==> config.mk <==
export PLATFORM = sky130hd
export DESIGN_NAME = id_inst_queue
export DESIGN_NICKNAME = d
export VERILOG_FILES = /design/src/rtl/id_inst_queue_pkg.sv /design/src/rtl/id_q_ram.sv /design/src/rtl/id_inst_queue.sv
export SDC_FILE = /design/constraint.sdc
export NUM_CORES = 1
export LEC_CHECK = 0
export BUFFER_PORTS_ARGS = -buffer_cell sky130_fd_sc_hd__buf_2
export CORE_MARGIN = 2
export CORE_UTILIZATION = 45
export CTS_CLUSTER_SIZE = 14
export DETAILED_ROUTE_END_ITERATION = 10
export PLACE_DENSITY = 0.73
export SYNTH_ARGS = -nofsm -noshare
export SYNTH_HDL_FRONTEND = slang
export SYNTH_HIERARCHICAL = 1
export SYNTH_SLANG_ARGS = --single-unit
==> constraint.sdc <==
create_clock -name clk -period 9.5 [get_ports clk]
set_clock_uncertainty 0.05 [all_clocks]
set_input_delay 1.425 -clock clk [delete_from_list [all_inputs] [get_ports clk]]
set_output_delay 1.425 -clock clk [all_outputs]
set_load 0.05 [all_outputs]
==> src/rtl/id_inst_queue_pkg.sv <==
// ==========================================================================
// id_inst_queue_pkg : shared entry layout and stall encodings  | rev 1.0
// ==========================================================================
`default_nettype none

package id_inst_queue_pkg;

  localparam int ENTRY_W = 64;

  typedef struct packed {
    logic [31:0] pc;
    logic [31:0] inst;
  } entry_t;

  typedef enum logic [1:0] {
    STALL_NONE = 2'd0,
    STALL_ID   = 2'd1,
    STALL_EX   = 2'd2,
    STALL_MEM  = 2'd3
  } stall_e;

endpackage

`default_nettype wire

==> src/rtl/id_q_ram.sv <==
// ==========================================================================
// id_q_ram : DEPTH x 64 register array, one write, one async read  | rev 1.0
// ==========================================================================
`default_nettype none

module id_q_ram
  import id_inst_queue_pkg::*;
#(
  parameter int DEPTH = 4,
  parameter int AW    = $clog2(DEPTH)
) (
  input  logic          clk,
  input  logic          we,
  input  logic [AW-1:0] waddr,
  input  entry_t        wdata,
  input  logic [AW-1:0] raddr,
  output entry_t        rdata
);

  entry_t mem [DEPTH];

  always_ff @(posedge clk) begin
    if (we) mem[waddr] <= wdata;
  end

  assign rdata = mem[raddr];

endmodule

`default_nettype wire

==> src/rtl/id_inst_queue.sv <==
// ==========================================================================
// id_inst_queue : IF->ID instruction queue with branch delay-slot flush | rev 1.0
// ==========================================================================
`default_nettype none

module id_inst_queue
  import id_inst_queue_pkg::*;
#(
  parameter int DEPTH      = 4,
  parameter int DELAY_SLOT = 1
) (
  input  logic                       clk,
  input  logic                       rst,
  input  logic                       in_valid,
  input  logic [31:0]                in_pc,
  input  logic [31:0]                in_inst,
  output logic                       in_ready,
  output logic                       out_valid,
  output logic [31:0]                out_pc,
  output logic [31:0]                out_inst,
  input  logic                       out_ready,
  input  logic                       flush,
  output logic [$clog2(DEPTH+1)-1:0] count
);

  localparam int PW = $clog2(DEPTH);
  localparam int CW = $clog2(DEPTH+1);
  localparam logic [CW-1:0] DEPTH_C   = CW'(DEPTH);
  localparam logic [CW-1:0] ONE_C     = CW'(1);
  localparam bit            KEEP_SLOT = (DELAY_SLOT != 0);

  logic [PW-1:0] wr_ptr, rd_ptr;
  logic [CW-1:0] count_q;
  logic          slot_pending, drop_pending;

  logic   push, pop, branch_flush, keep_slot_push, ram_we;
  entry_t wr_entry, head;

  assign in_ready  = (count_q < DEPTH_C) & ~drop_pending;
  assign out_valid = (count_q != '0);
  assign count     = count_q;

  assign push         = in_valid & in_ready;
  assign pop          = out_valid & out_ready;
  assign branch_flush = flush & pop;

  // A push survives a flush only when it becomes the delay slot of the popped branch.
  assign keep_slot_push = branch_flush & KEEP_SLOT & (count_q == ONE_C) & push;
  assign ram_we         = push & (~flush | keep_slot_push);

  assign wr_entry = '{pc: in_pc, inst: in_inst};

  id_q_ram #(.DEPTH(DEPTH)) u_ram (
    .clk   (clk),
    .we    (ram_we),
    .waddr (wr_ptr),
    .wdata (wr_entry),
    .raddr (rd_ptr),
    .rdata (head)
  );

  // Empty slots read as zero so reset leaves a clean head.
  assign out_pc   = out_valid ? head.pc   : 32'd0;
  assign out_inst = out_valid ? head.inst : 32'd0;

  always_ff @(posedge clk) begin
    if (rst) begin
      wr_ptr       <= '0;
      rd_ptr       <= '0;
      count_q      <= '0;
      slot_pending <= 1'b0;
      drop_pending <= 1'b0;
    end else begin
      drop_pending <= 1'b0;
      if (flush) begin
        slot_pending <= 1'b0;
        if (branch_flush && KEEP_SLOT) begin
          rd_ptr <= rd_ptr + PW'(1);
          if (count_q > ONE_C) begin
            wr_ptr  <= rd_ptr + PW'(2);
            count_q <= ONE_C;
          end else if (push) begin
            wr_ptr  <= wr_ptr + PW'(1);
            count_q <= ONE_C;
          end else begin
            count_q      <= '0;
            slot_pending <= 1'b1;
          end
        end else begin
          rd_ptr  <= wr_ptr;
          count_q <= '0;
        end
      end else begin
        if (push) wr_ptr <= wr_ptr + PW'(1);
        if (pop)  rd_ptr <= rd_ptr + PW'(1);
        case ({push, pop})
          2'b10:   count_q <= count_q + ONE_C;
          2'b01:   count_q <= count_q - ONE_C;
          default: count_q <= count_q;
        endcase
        // The fetch already in flight behind the delay slot is stale.
        if (slot_pending && push) begin
          slot_pending <= 1'b0;
          drop_pending <= 1'b1;
        end
      end
    end
  end

endmodule

`default_nettype wire

### Yosys cells after proc, flatten, opt, wreduce, memory -nomap -nowiden

Memories as Yosys holds them, arrays and structs flattened. A register that Yosys moved wholly into a read port is not among the register bits.
Index checks and enable logic that the tools add are counted.

| storage, ports and cells | value |
|---|---|
| register bits | 9 |
| bits in writable memories | 256 |
| input port bits | 69 |
| output and inout bits | 69 |
| memories kept | 1 |

Memories:

| name | words | bits a word | rd ports | clocked after Yosys merged registers in | wr ports | RTL line | source |
|---|---|---|---|---|---|---|---|
| u_ram.mem | 4 | 64 | 1 | 1 | 1 | id_q_ram.sv:20 | `entry_t mem [DEPTH];` |

| operators by class | value |
|---|---|
| add/subtract/negate cells | 5 |
| $lt $le $gt $ge | 2 |
| equal/unequal tests | 4 |
| muxes and demuxes | 24 |
| bitwise gates (word level) | 10 |
| reduce and logical (&&, ||, !) cells | 6 |

Operators with widths:

| kind | count |
|---|---|
| 32-bit two-way mux | 2 |
| 2-bit two-way mux | 9 |
| 1-bit two-way mux | 10 |
| 1-bit AND | 7 |
| 3-bit two-way mux | 2 |
| 3-bit case mux with 2 select lines | 1 |
| 3-bit nonzero test | 2 |
| 2-bit by 1-bit adder with 2-bit output (second input constant) | 2 |
| 2-bit nonzero test | 2 |
| 3-bit by 1-bit adder with 3-bit output (second input constant) | 1 |
| 3-bit by 1-bit == test with 1-bit output (second input constant) | 1 |
| 3-bit by 1-bit > comparator with 1-bit output (second input constant) | 1 |
| 3-bit less-than comparator (second input constant) | 1 |
| 3-bit by 1-bit subtractor with 3-bit output (second input constant) | 1 |
| 2-bit adder (second input constant) | 1 |
| 2-bit by 1-bit == test with 1-bit output (second input constant) | 1 |
| 2-bit == test (second input constant) | 1 |
| 2-bit by 1-bit != test with 1-bit output (second input constant) | 1 |
| 1-bit NOT | 2 |
| 2-bit OR reduction | 1 |
| 1-bit logical AND | 1 |
| 1-bit bitwise OR | 1 |

### Logic depth before layout (Yosys ltp)

Gate-level depths: netlist of the first run.

| depth | value |
|---|---|
| word-level depth | 9 |
| gate-level depth with buffers | 9 |
| mapped depth without buffers | 7 |

### Cells and area by module

The synthesis of the first run kept the hierarchy.

By module, submodules not included:

| module | instances | cells an instance | area each (µm²) |
|---|---|---|---|
| id_q_ram | 1 | 338 | 9341.5 |
| id_inst_queue | 1 | 149 | 1117.3 |

### Worst setup path after synthesis of the first run

OpenSTA, ideal clock, no wires.

| timing | value |
|---|---|
| kind | input to register |
| from | input out_ready |
| to | memory u_ram/mem[0][0] in the netlist's numbering (enable) |
| library setup time | 0.578 ns |
| arrival | 6.848 ns |
| data required time | 8.872 ns |
| setup slack | 2.024 ns |
| stages on the path | 6 |
| buffers on the path | 2 |
| cells stage by stage | clkbuf_2 > and2_1 > buf_2 > nand3b_1 > a21oi_1 > nor3b_1 |

| on the way | value |
|---|---|
| word-level cells in the longest chain between the ends | 8 |

RTL lines:

| item | RTL line | source |
|---|---|---|
| start, declared | id_inst_queue.sv:21 | `input logic out_ready,` |
| 1-bit AND | id_inst_queue.sv:44 | `assign pop = out_valid & out_ready;` |
| 1-bit AND | id_inst_queue.sv:45 | `assign branch_flush = flush & pop;` |
| 1-bit AND (2 in series) | id_inst_queue.sv:48 | `assign keep_slot_push = branch_flush & KEEP_SLOT & (count_q == ONE_C) & push;` |
| 1-bit bitwise OR | id_inst_queue.sv:49 | `assign ram_we = push & (~flush \| keep_slot_push);` |
| 1-bit AND | id_inst_queue.sv:49 |  |
| via ram_we | id_inst_queue.sv:36 | `logic push, pop, branch_flush, keep_slot_push, ram_we;` |
| 1-bit two-way mux | id_q_ram.sv:23 | `if (we) mem[waddr] <= wdata;` |
| 1-bit two-way mux (implied by the code) | id_q_ram.sv:23 |  |
| end, declared | id_q_ram.sv:20 |  |

The timed path passes the listed nets, and every way through them passes these cells.

==> results of run 1 <==
==> cells by family (layout without fill, tap and decap cells) <==
logic type	after synthesis	count (layout)	share of synthesized area, %
xor+xnor	1	1	0.215
compound gates	21	21	1.53
other cells	0	1	0
flops	265	265	75.2
mux	69	69	14.4
simple gates	94	94	5.69
fa+ha+maj	4	4	0.479
buf+inv	33	198	2.44
==> state kept, by name (all words and copies together), names as in the netlist <==
name          flops
rd_ptr            2
wr_ptr            2
count             3
drop_pending      1
u_ram/mem       256
slot_pending      1
==> final cells by class <==
class,instances,area share (%)
Timing Repair Buffer,141,5.86
Clock inverter,18,1.12
Antenna cell,1,0.0205
Multi-Input combinational cell,189,19.3
Inverter,5,0.154
Sequential cell,265,64.5
Clock buffer,34,6.10
Tap cell,285,2.92
==> critical path: cells and delay by family (launching register included) <==
family	cells	cell delay [ps]
buffers and inverters	2	960
muxes	1	680
DFF	1	670
and+or+nand+nor	1	160
==> synth_stat cells (3+ instances only) <==
master    instances
mux4_2           60
and2_1           65
mux4_1            4
nand3b_1          4
buf_12            6
ha_1              4
clkbuf_1         10
buf_6             3
a21oi_1           9
edfxtp_1        256
dfxtp_1           9
nor3b_1           3
nor2_1            4
mux2i_1           4
buf_2             7
inv_1             5
==> worst max-delay path by stage <==
stage | to | slack (ps) | startpoint
2_1_floorplan | u_ram/mem[0][0]$_DFFE_PP_ | 2020 | out_ready
3_3_place_gp | out_inst[2] | 5480 | rd_ptr[0]$_SDFFE_PP0P_
3_5_place_dp | out_inst[2] | 5440 | rd_ptr[0]$_SDFFE_PP0P_
4_1_cts | out_inst[2] | 4870 | rd_ptr[0]$_SDFFE_PP0P_
5_1_grt | out_inst[2] | 4720 | rd_ptr[0]$_SDFFE_PP0P_
6_report | out_inst[2] | 4990 | rd_ptr[0]$_SDFFE_PP0P_
==> report_power, final <==
part / internal, mW / total [mW] / switching, mW
combinational: 0.121 / 0.356 / 0.235
clock: 0.608 / 1.02 / 0.413
sequential: 1.32 / 1.35 / 0.0237
total: 2.05 / 2.72 / 0.672
==> metal layers <==
metal	GRT usage, %	share of wire, %
met2	27.8	51
met5	0	0.036
met4	3.84	2.0
met1	21.6	42
met3	3.68	5.5
==> out/metrics.yaml, run 1 <==
status: "completed"
yosys.area.top_type: "edfxtp_1"
num-fill-cells: 1788
worst_slack_ps: 4990
io_pins: 138
total_power_mw: 2.72
portBuffers: 137
max_stage_delay_ps: 750
grt_max_degree: 73
cp.arrival_ps: 3040
reg2reg_to: "u_ram/mem[2][57]$_DFFE_PP_"
grt_pass1_vias: 5477
drtIter0Drc: 336
crit_type: "flip-flop to output port"
reg2reg_from: "count[0]$_SDFFE_PP0P_"
hold_class: "flip-flop to flip-flop"
dpl.cell_count: 885
r2r_cells: 7
root_buffer: "clkbuf_16"
syn_area_per_cell_sq_um: 21.5
ys_seq_elements: 265
postLayoutCoreUtil_pct: 53.7
synth-async-reset-ratio_pct: 0
initial_core_util_pct: 46.1
worst_pin_slew_ps: 1190
finalCriticalPeriod_ps: 4510
synth-edff-count: 256
synth_top_area_share_pct: 73.5
viasPerCell: 5.41
finalSetupViolCount: 0
power_leakage_nw: 4.18
hold_depth: 2
vias: 5070
place.gp.congestion: 0.718
ant_nets: 0
synth_cell_type_count: 41
final.setup.tns_ps: 0
irDropWorstVdd_mv: 0.136
netlist_area_sq_mm: 0.0105
overflow: 0
finalWirelength_mm: 19.6
synth_ff_type: "edfxtp_1"
holdPathEnd: "slot_pending$_SDFFE_PP0P_"
maxSlewHeadroom_pct: 20.9
multiInputGateArea_sq_mm: 0.00235
holdCritStartpoint: "slot_pending$_SDFFE_PP0P_"
areaGrowthSynthToFinish_pct: 16.7
finalNonFillerCells: 938
cts_setup_buffers: 0
final_cell_area_sq_mm: 0.0122
place_area_sq_mm: 0.0113
netlist_top_cells_area: "edfxtp_1 (74%), mux4_2 (13%), and2_1 (3.9%), dfxtp_1 (1.7%), buf_12 (1.1%)"
rows: 55
maxCapViolations: 0
synth_cells: 487
clkTransAtPathRegs_ps: 60
dieArea_sq_mm: 0.0245
hpwl_mm: 11.5
hold_violations: 0
nets: 703
hold_buffers: 0
ctsResizeCount: 0
cp_max_fo: 43
layout_common_cells: "edfxtp_1 (256), buf_2 (137), and2_1 (65)"
pre_cts_ws_ps: 5440
ys_warn_count: 6
core_sq_mm: 0.0227
htreeDepth: 1
synth_nets: 560
die_w_um: 156
startpoint_type: "flip-flop"
firstDrtPassIters: 4
wl_per_cell_um: 20.9
grt_pass1_wl_mm: 30.5
cp_slowest_cell: "buf_4"
rsz0062_at_grt: "no"
drc: 0
finalCritPeriodShare_pct: 47.5
cts_made_buffers: 28
whs_ps: 434
die_y_um: 156
tritoncts: "done"
path_cells: "buf_4 > mux4_1 > and2_1 > buf_2"
clk_path_buf_depth: 3
r2r_setup_slack_ps: 5820
ys_seq_area_share_pct: 75.2
clk_latency_ps: 520
fmax_ghz: 0.222
grt_usage_pct: 16.3
crit_required_ps: 8030
final_common_cell: "edfxtp_1"
seq_area_sq_mm: 0.00788
power_density_mw_per_mm2: 223
endpoint_kind: "output port"
drv_slew: 0
antenna_found_initial: 2
cts.sinks: 265
drive_gt1_share_pct: 38.5
(Power assumes the default switching activity.)
==> inputs of run 2 (changes only) <==
--- a/config.mk
+++ b/config.mk
@@ -5,12 +5,13 @@
 export SDC_FILE = /design/constraint.sdc
 export NUM_CORES = 1
 export LEC_CHECK = 0
+export ABC_AREA = 1
 export BUFFER_PORTS_ARGS = -buffer_cell sky130_fd_sc_hd__buf_2
 export CORE_MARGIN = 2
 export CORE_UTILIZATION = 45
 export CTS_CLUSTER_SIZE = 14
 export DETAILED_ROUTE_END_ITERATION = 10
-export PLACE_DENSITY = 0.73
+export PLACE_DENSITY = 0.75
 export SYNTH_ARGS = -nofsm -noshare
 export SYNTH_HDL_FRONTEND = slang
 export SYNTH_HIERARCHICAL = 1
==> constraint.sdc (replaced) <==
create_clock -name clk -period 3.8 [get_ports clk]
set_clock_uncertainty 0.05 [all_clocks]
set_input_delay 0.57 -clock clk [delete_from_list [all_inputs] [get_ports clk]]
set_output_delay 0.57 -clock clk [all_outputs]
set_load 0.05 [all_outputs]
==> run 2 against run 1 <==
  * Die area grew 14%
  * Non-clock buffer count grew 12
  * Utilization shrank 0.36 points
  * Critical path depth grew 3
  * First-iteration DRC count grew 52%
  * Final cell count grew 85%
  * Critical endpoint is now out_pc[19]
  * Largest power group unchanged
==> out/metrics.yaml, run 2 <==
dpl.cell_count: 1683  # +90%
htreeDepth: 1  # unchanged
ant_nets: 0  # unchanged
clkTransAtPathRegs_ps: 60  # about the same
synth_nets: 1316  # +140%
root_buffer: "clkbuf_16"
finalWirelength_mm: 25.5  # +30%
syn_area_per_cell_sq_um: 9.60  # -55%
overflow: 0  # unchanged
path_cells: "inv_1 > ha_1 > inv_1 > nor2_4 > buf_4 > nor2_1 > buf_2"
ys_seq_elements: 265  # unchanged
finalNonFillerCells: 1739  # +85%
max_stage_delay_ps: 590  # -160 ps
total_power_mw: 7.25  # +170%
worst_pin_slew_ps: 984  # -202 ps
final_common_cell: "nand2_1"
maxSlewHeadroom_pct: 34.4  # +13 points
hpwl_mm: 15.2  # +33%
cp_common_cell: "inv_1"
hold_buffers: 0  # unchanged
cts_setup_buffers: 0  # unchanged
finalCritPeriodShare_pct: 83.8
finalSetupViolCount: 0  # unchanged
die_w_um: 167  # +6.6%
hold_class: "primary input to flip-flop"
tritoncts: "done"
firstDrtPassIters: 5  # +1
drtIter0Drc: 511  # +52%
cp_max_fo: 24  # -44%
num-fill-cells: 2232  # +25%
ys_warn_count: 6  # unchanged
synth-edff-count: 256  # unchanged
clk_latency_ps: 530  # about the same
antenna_found_initial: 4  # +2
grt_usage_pct: 18.2  # +1.9 points
hold_violations: 0  # unchanged
drc: 0  # unchanged
finalCriticalPeriod_ps: 3180
maxCapViolations: 0  # unchanged
startpoint_type: "flip-flop"
drive_gt1_share_pct: 15.6  # -23 points
drv_slew: 0  # unchanged
wl_per_cell_um: 14.6  # -30%
synth_most_common_cell: "nand2_1"
synth-async-reset-ratio_pct: 0  # unchanged
irDropWorstVdd_mv: 0.311  # +130%
synth_cell_type_count: 25  # -39%
rows: 59  # +7.3%
grt_max_degree: 92  # +26%
portBuffers: 137  # unchanged
crit_type: "flip-flop to output port"
areaGrowthSynthToFinish_pct: 16.6  # about the same
ys_seq_area_share_pct: 65.9  # -9.3 points
nets: 1451  # +110%
cp.arrival_ps: 2560  # -480 ps
largest_reg_flops: 256  # unchanged
grt_pass1_wl_mm: 40.7  # +34%
synth_cells: 1243  # +160%
vias: 8162  # +61%
status: "completed"
clk_path_buf_depth: 3  # unchanged
crit_required_ps: 3180  # -4850 ps
grt_pass1_vias: 8256  # +51%
power_density_mw_per_mm2: 521  # +130%
initial_core_util_pct: 45.8  # -0.27 points
die_y_um: 167  # +6.6%
place.gp.congestion: 0.813  # +13%
yosys.area.top_type: "edfxtp_1"
endpoint_kind: "output port"
synth_common_cells: "nand2_1 (342), inv_1 (341), edfxtp_1 (256)"
rsz0062_at_grt: "no"
power_leakage_nw: 6.76  # +62%
regMostFlops: "u_ram/mem"
cp_slowest_cell: "nor2_4"
fmax_ghz: 0.314
layout_common_cells: "nand2_1 (342), inv_1 (341), edfxtp_1 (256)"
cts.sinks: 265  # unchanged
cts_made_buffers: 28  # unchanged
dieArea_sq_mm: 0.0278  # +14%
core_sq_mm: 0.0261  # +15%
synth_top_area_share_pct: 64.4  # -9.1 points
netlist_top_cells_area: "edfxtp_1 (64%), nand2_1 (11%), inv_1 (11%), nand3_1 (5.7%), nor2_1 (2.3%)"
synth_ff_type: "edfxtp_1"
ctsResizeCount: 0  # unchanged
netlist_area_sq_mm: 0.0119  # +14%
viasPerCell: 4.69  # -13%
io_pins: 138  # unchanged
[run 2: cell types whose count changed after synthesis, moves of 6 or more]
cell / before / now
inv_1: 5 / 341
buf_2: 7 / 22
buf_12: 6 / 0
mux4_2: 60 / 0
buf_4: 0 / 20
nand3_1: 2 / 136
clkbuf_1: 10 / 4
nand2_1: 2 / 342
and2_1: 65 / 0
nor2_1: 4 / 73
[run 2: per-stage QoR]
step / setup slack, ps / instance area (sq um) / hold slack [ps] / util (%) / setup TNS, ps
4_1_cts: 584 / 13900 / 175 / 53.3 / 0
5_1_grt: 453 / 13900 / 182 / 53.4 / 0
3_3_place_gp: 1190 / 13000 / 396 / 49.8 / 0
2_1_floorplan: -917 / 12000 / 374 / - / -234820
3_5_place_dp: 1160 / 13000 / 399 / 49.8 / 0
6_report: 617 / 13900 / 195 / 53.4 / 0
[run 2: layout make-up]
cell class,count,area (sq um),share of cell area (%)
Sequential cell,265,7870,56.6
Multi-Input combinational cell,585,2530,18.2
Inverter,345,1300,9.35
Timing Repair Buffer,153,843,6.06
Clock buffer,35,758,5.45
Tap cell,335,419,3.01
Clock inverter,17,170,1.22
Antenna cell,4,10.0,0.0720
[run 2: kinds of logic (layout without fill, tap and decap cells)]
| kind of cell | Yosys count | after routing | share of synthesized area (%) |
|---|---|---|---|
| compound gates | 12 | 12 | 0.566 |
| buf+inv | 393 | 550 | 13.2 |
| flops | 265 | 265 | 65.9 |
| xor+xnor | 1 | 1 | 0.0734 |
| fa+ha+maj | 4 | 4 | 0.420 |
| simple gates | 568 | 568 | 19.7 |
| other cells | 0 | 4 | 0 |
[run 2: path summary, 6_finish.rpt]
| kind | startpoint | to | slack [ps] | depth (start not counted) |
|---|---|---|---|---|
| max | count[0]$_SDFFE_PP0P_ | out_pc[19] | 620 | 7 |
| min | in_pc[8] | u_ram/mem[2][40]$_DFFE_PP_ | 200 | 1 |
| max reg2reg | count[0]$_SDFFE_PP0P_ | u_ram/mem[2][53]$_DFFE_PP_ | 1160 | 10 |
| min reg2reg | slot_pending$_SDFFE_PP0P_ | drop_pending$_SDFF_PP0_ | 400 | 2 |
[run 2: per-layer routing]
metal	vias up	GRT usage [%]	wire length, um	part of all wire (%)
li1	4069	-	-	-
met1	3785	22.7	10800	42
met2	253	31.4	12400	49
met3	53	3.66	1560	6.1
met4	2	6.67	745	2.9
met5	-	0	14	0.055
[run 2: worst max-delay path, delay by kind of cell, from the launching register on]
kind                     cells  cell delay [ps]
AND/OR/NAND/NOR              2              650
adder cells (fa/ha/maj)      1              220
flip-flops                   1              370
buffers and inverters        4              770
[run 2: power by group]
part	internal, mW	switching, mW
Clock	1.62	1.09
Sequential	3.30	0.0341
Combinational	0.285	0.918
==> inputs of run 3 (changes only) <==
--- a/config.mk
+++ b/config.mk
@@ -11,7 +11,7 @@
 export CORE_UTILIZATION = 45
 export CTS_CLUSTER_SIZE = 14
 export DETAILED_ROUTE_END_ITERATION = 10
-export PLACE_DENSITY = 0.75
+export PLACE_DENSITY = 0.72
 export SYNTH_ARGS = -nofsm -noshare
 export SYNTH_HDL_FRONTEND = slang
 export SYNTH_HIERARCHICAL = 1
==> constraint.sdc (replaced) <==
create_clock -name clk -period 3.1 [get_ports clk]
set_clock_uncertainty 0.05 [all_clocks]
set_input_delay 0.465 -clock clk [delete_from_list [all_inputs] [get_ports clk]]
set_output_delay 0.465 -clock clk [all_outputs]
set_load 0.05 [all_outputs]
==> run 3 against run 2 <==
  * Largest power group unchanged
  * Combinational power rose by 23%
  * Count of clock-buffer cells in the layout fell by 2
  * Sequential share of layout area rose by 0.20 points
  * Wire length fell by 4.7%
  * Largest cell class unchanged
  * Via count fell by 2.1%
  * Critical path depth fell by 1
==> out/metrics.yaml, run 3 (synthesized netlist as in run 2, its figures left out) <==
power_leakage_nw: 6.71  # -0.75%
holdCritStartpoint: "in_inst[29]"
nets: 1446  # -0.34%
final_common_cell: "nand2_1"
cts_made_buffers: 26  # -7.1%
root_buffer: "clkbuf_16"
dieArea_sq_mm: 0.0278  # unchanged
wl_per_cell_um: 14.0  # -4.2%
reg2reg_to: "u_ram/mem[1][47]$_DFFE_PP_"
drv_slew: 0  # unchanged
hold_class: "primary input to flip-flop"
clk_path_buf_depth: 3  # unchanged
overflow: 0  # unchanged
portBuffers: 137  # unchanged
r2r_cells: 10  # unchanged
cp_max_fo: 45  # +88%
ant_nets: 0  # unchanged
dpl.cell_count: 1680  # -0.18%
largest_reg_flops: 256  # unchanged
total_power_mw: 8.56  # +18%
grt.busiest_layer: "met2"
grt_pass1_wl_mm: 39.3  # -3.6%
hold_buffers: 0  # unchanged
drtIter0Drc: 479  # -6.3%
irDropWorstVdd_mv: 0.325  # +4.3%
crit_type: "flip-flop to output port"
maxCapViolations: 0  # unchanged
place.gp.congestion: 0.792  # -2.6%
rsz0062_at_grt: "no"
grt_pass1_vias: 7964  # -3.5%
clk_latency_ps: 510  # -20 ps
maxSlewHeadroom_pct: 60.6  # +26 points
io_pins: 138  # unchanged
met2_usage_pct: 30.0  # -1.4 points
antenna_found_initial: 6  # +2
cp.arrival_ps: 2360  # -200 ps
clkTransAtPathRegs_ps: 60  # about the same
areaGrowthSynthToFinish_pct: 16.3
firstDrtPassIters: 4  # -1
hold_violations: 0  # unchanged
grt_usage_pct: 17.3  # -0.84 points
finalWirelength_mm: 24.3  # -4.7%
startpoint_type: "flip-flop"
cts_setup_buffers: 0  # unchanged
tritoncts: "done"
final.setup.tns_ps: 0  # unchanged
pre_cts_ws_ps: 761  # -403 ps
fmax_ghz: 0.348
drc: 0  # unchanged
grt_max_degree: 133  # +45%
regMostFlops: "u_ram/mem"
drive_gt1_share_pct: 15.3  # -0.34 points
power_density_mw_per_mm2: 617  # +18%
die_w_um: 167  # unchanged
vias: 7993  # -2.1%
viasPerCell: 4.62  # -1.6%
status: "completed"
grtUsageMet3_pct: 3.30  # -0.36 points
worst_pin_slew_ps: 591  # -393 ps
htreeDepth: 1  # unchanged
endpoint: "out_pc[16]"
cts.sinks: 265  # unchanged
use_met1_pct: 22.6  # -0.11 points
core_sq_mm: 0.0261  # unchanged
ctsResizeCount: 0  # unchanged
initial_core_util_pct: 45.8  # unchanged
rows: 59  # unchanged
crit_start: "rd_ptr[1]$_SDFFE_PP0P_"
finalCritPeriodShare_pct: 92.6
r2r_setup_slack_ps: 990  # -170 ps
worst_slack_ps: 229  # -388 ps
die_y_um: 167  # unchanged
finalCriticalPeriod_ps: 2870
finalSetupViolCount: 0  # unchanged
crit_required_ps: 2580  # -600 ps
layout_common_cells: "nand2_1 (342), inv_1 (338), edfxtp_1 (256)"
endpoint_kind: "output port"
hpwl_mm: 14.4  # -5.1%
finalNonFillerCells: 1731  # -0.46%
reg2reg_from: "count[0]$_SDFFE_PP0P_"
-- run 3: cell types whose count changed in the layout (fill, tap and decap cells not counted), moves of 2 or more --
cell | before | now
inv_1 | 341 | 338
buf_12 | 3 | 8
dfxtp_4 | 1 | 4
inv_4 | 2 | 4
clkinv_2 | 7 | 3
buf_4 | 13 | 5
dfxtp_1 | 7 | 4
clkbuf_16 | 29 | 27
inv_6 | 3 | 1
clkinv_1 | 3 | 8
-- run 3: layout make-up --
| cell class | count | area [sq um] |
|---|---|---|
| Tap cell | 335 | 419 |
| Fill cell | 2248 | 12200 |
| Antenna cell | 4 | 10.0 |
| Clock buffer | 33 | 698 |
| Clock inverter | 14 | 114 |
| Timing Repair Buffer | 150 | 883 |
| Sequential cell | 265 | 7880 |
| Inverter | 345 | 1310 |
| Multi-Input combinational cell | 585 | 2570 |
-- run 3: per-layer routing --
metal | wire length (um) | vias to the layer above
met5 | 22 | -
met4 | 422 | 4
met3 | 1340 | 33
met2 | 11900 | 191
met1 | 10600 | 3710
li1 | - | 4055
-- run 3: how the worst min path moves through the flow --
| stage | to | slack (ps) | cells after the start |
|---|---|---|---|
| finish | u_ram/mem[0][29]$_DFFE_PP_ | 110 | 1 |
| global route | u_ram/mem[3][29]$_DFFE_PP_ | 100 | 1 |
| CTS | u_ram/mem[3][29]$_DFFE_PP_ | 90 | 1 |
| detailed placement | drop_pending$_SDFF_PP0_ | 390 | 2 |
| global placement | drop_pending$_SDFF_PP0_ | 390 | 2 |
| floorplan | drop_pending$_SDFF_PP0_ | 370 | 2 |
-- run 3: through the flow --
| step | utilization [%] | hold WS [ps] | cell area (sq um) |
|---|---|---|---|
| floorplan | - | 374 | 12000 |
| finish | 53.3 | 112 | 13900 |
| global placement | 50.1 | 385 | 13100 |
| detailed placement | 50.1 | 393 | 13100 |
| CTS | 53.2 | 92.5 | 13900 |
| global route | 53.2 | 100 | 13900 |
-- run 3: critical path, cell delays in order, from the launching register on --
cell and delay [ps]:
dfxtp_4 550, buf_4 560, nand3_1 210, nand2_1 120, inv_1 50, nor2_1 80, buf_2 270
-- run 3: power by group --
| part | total (mW) | internal, mW | leakage, nW | switching, mW |
|---|---|---|---|---|
| sequential | 4.08 | 4.04 | 2.39 | 0.0426 |
| clock | 3.00 | 1.75 | 0.397 | 1.25 |
| combinational | 1.48 | 0.360 | 3.92 | 1.12 |
| total | 8.56 | 6.15 | 6.71 | 2.41 |
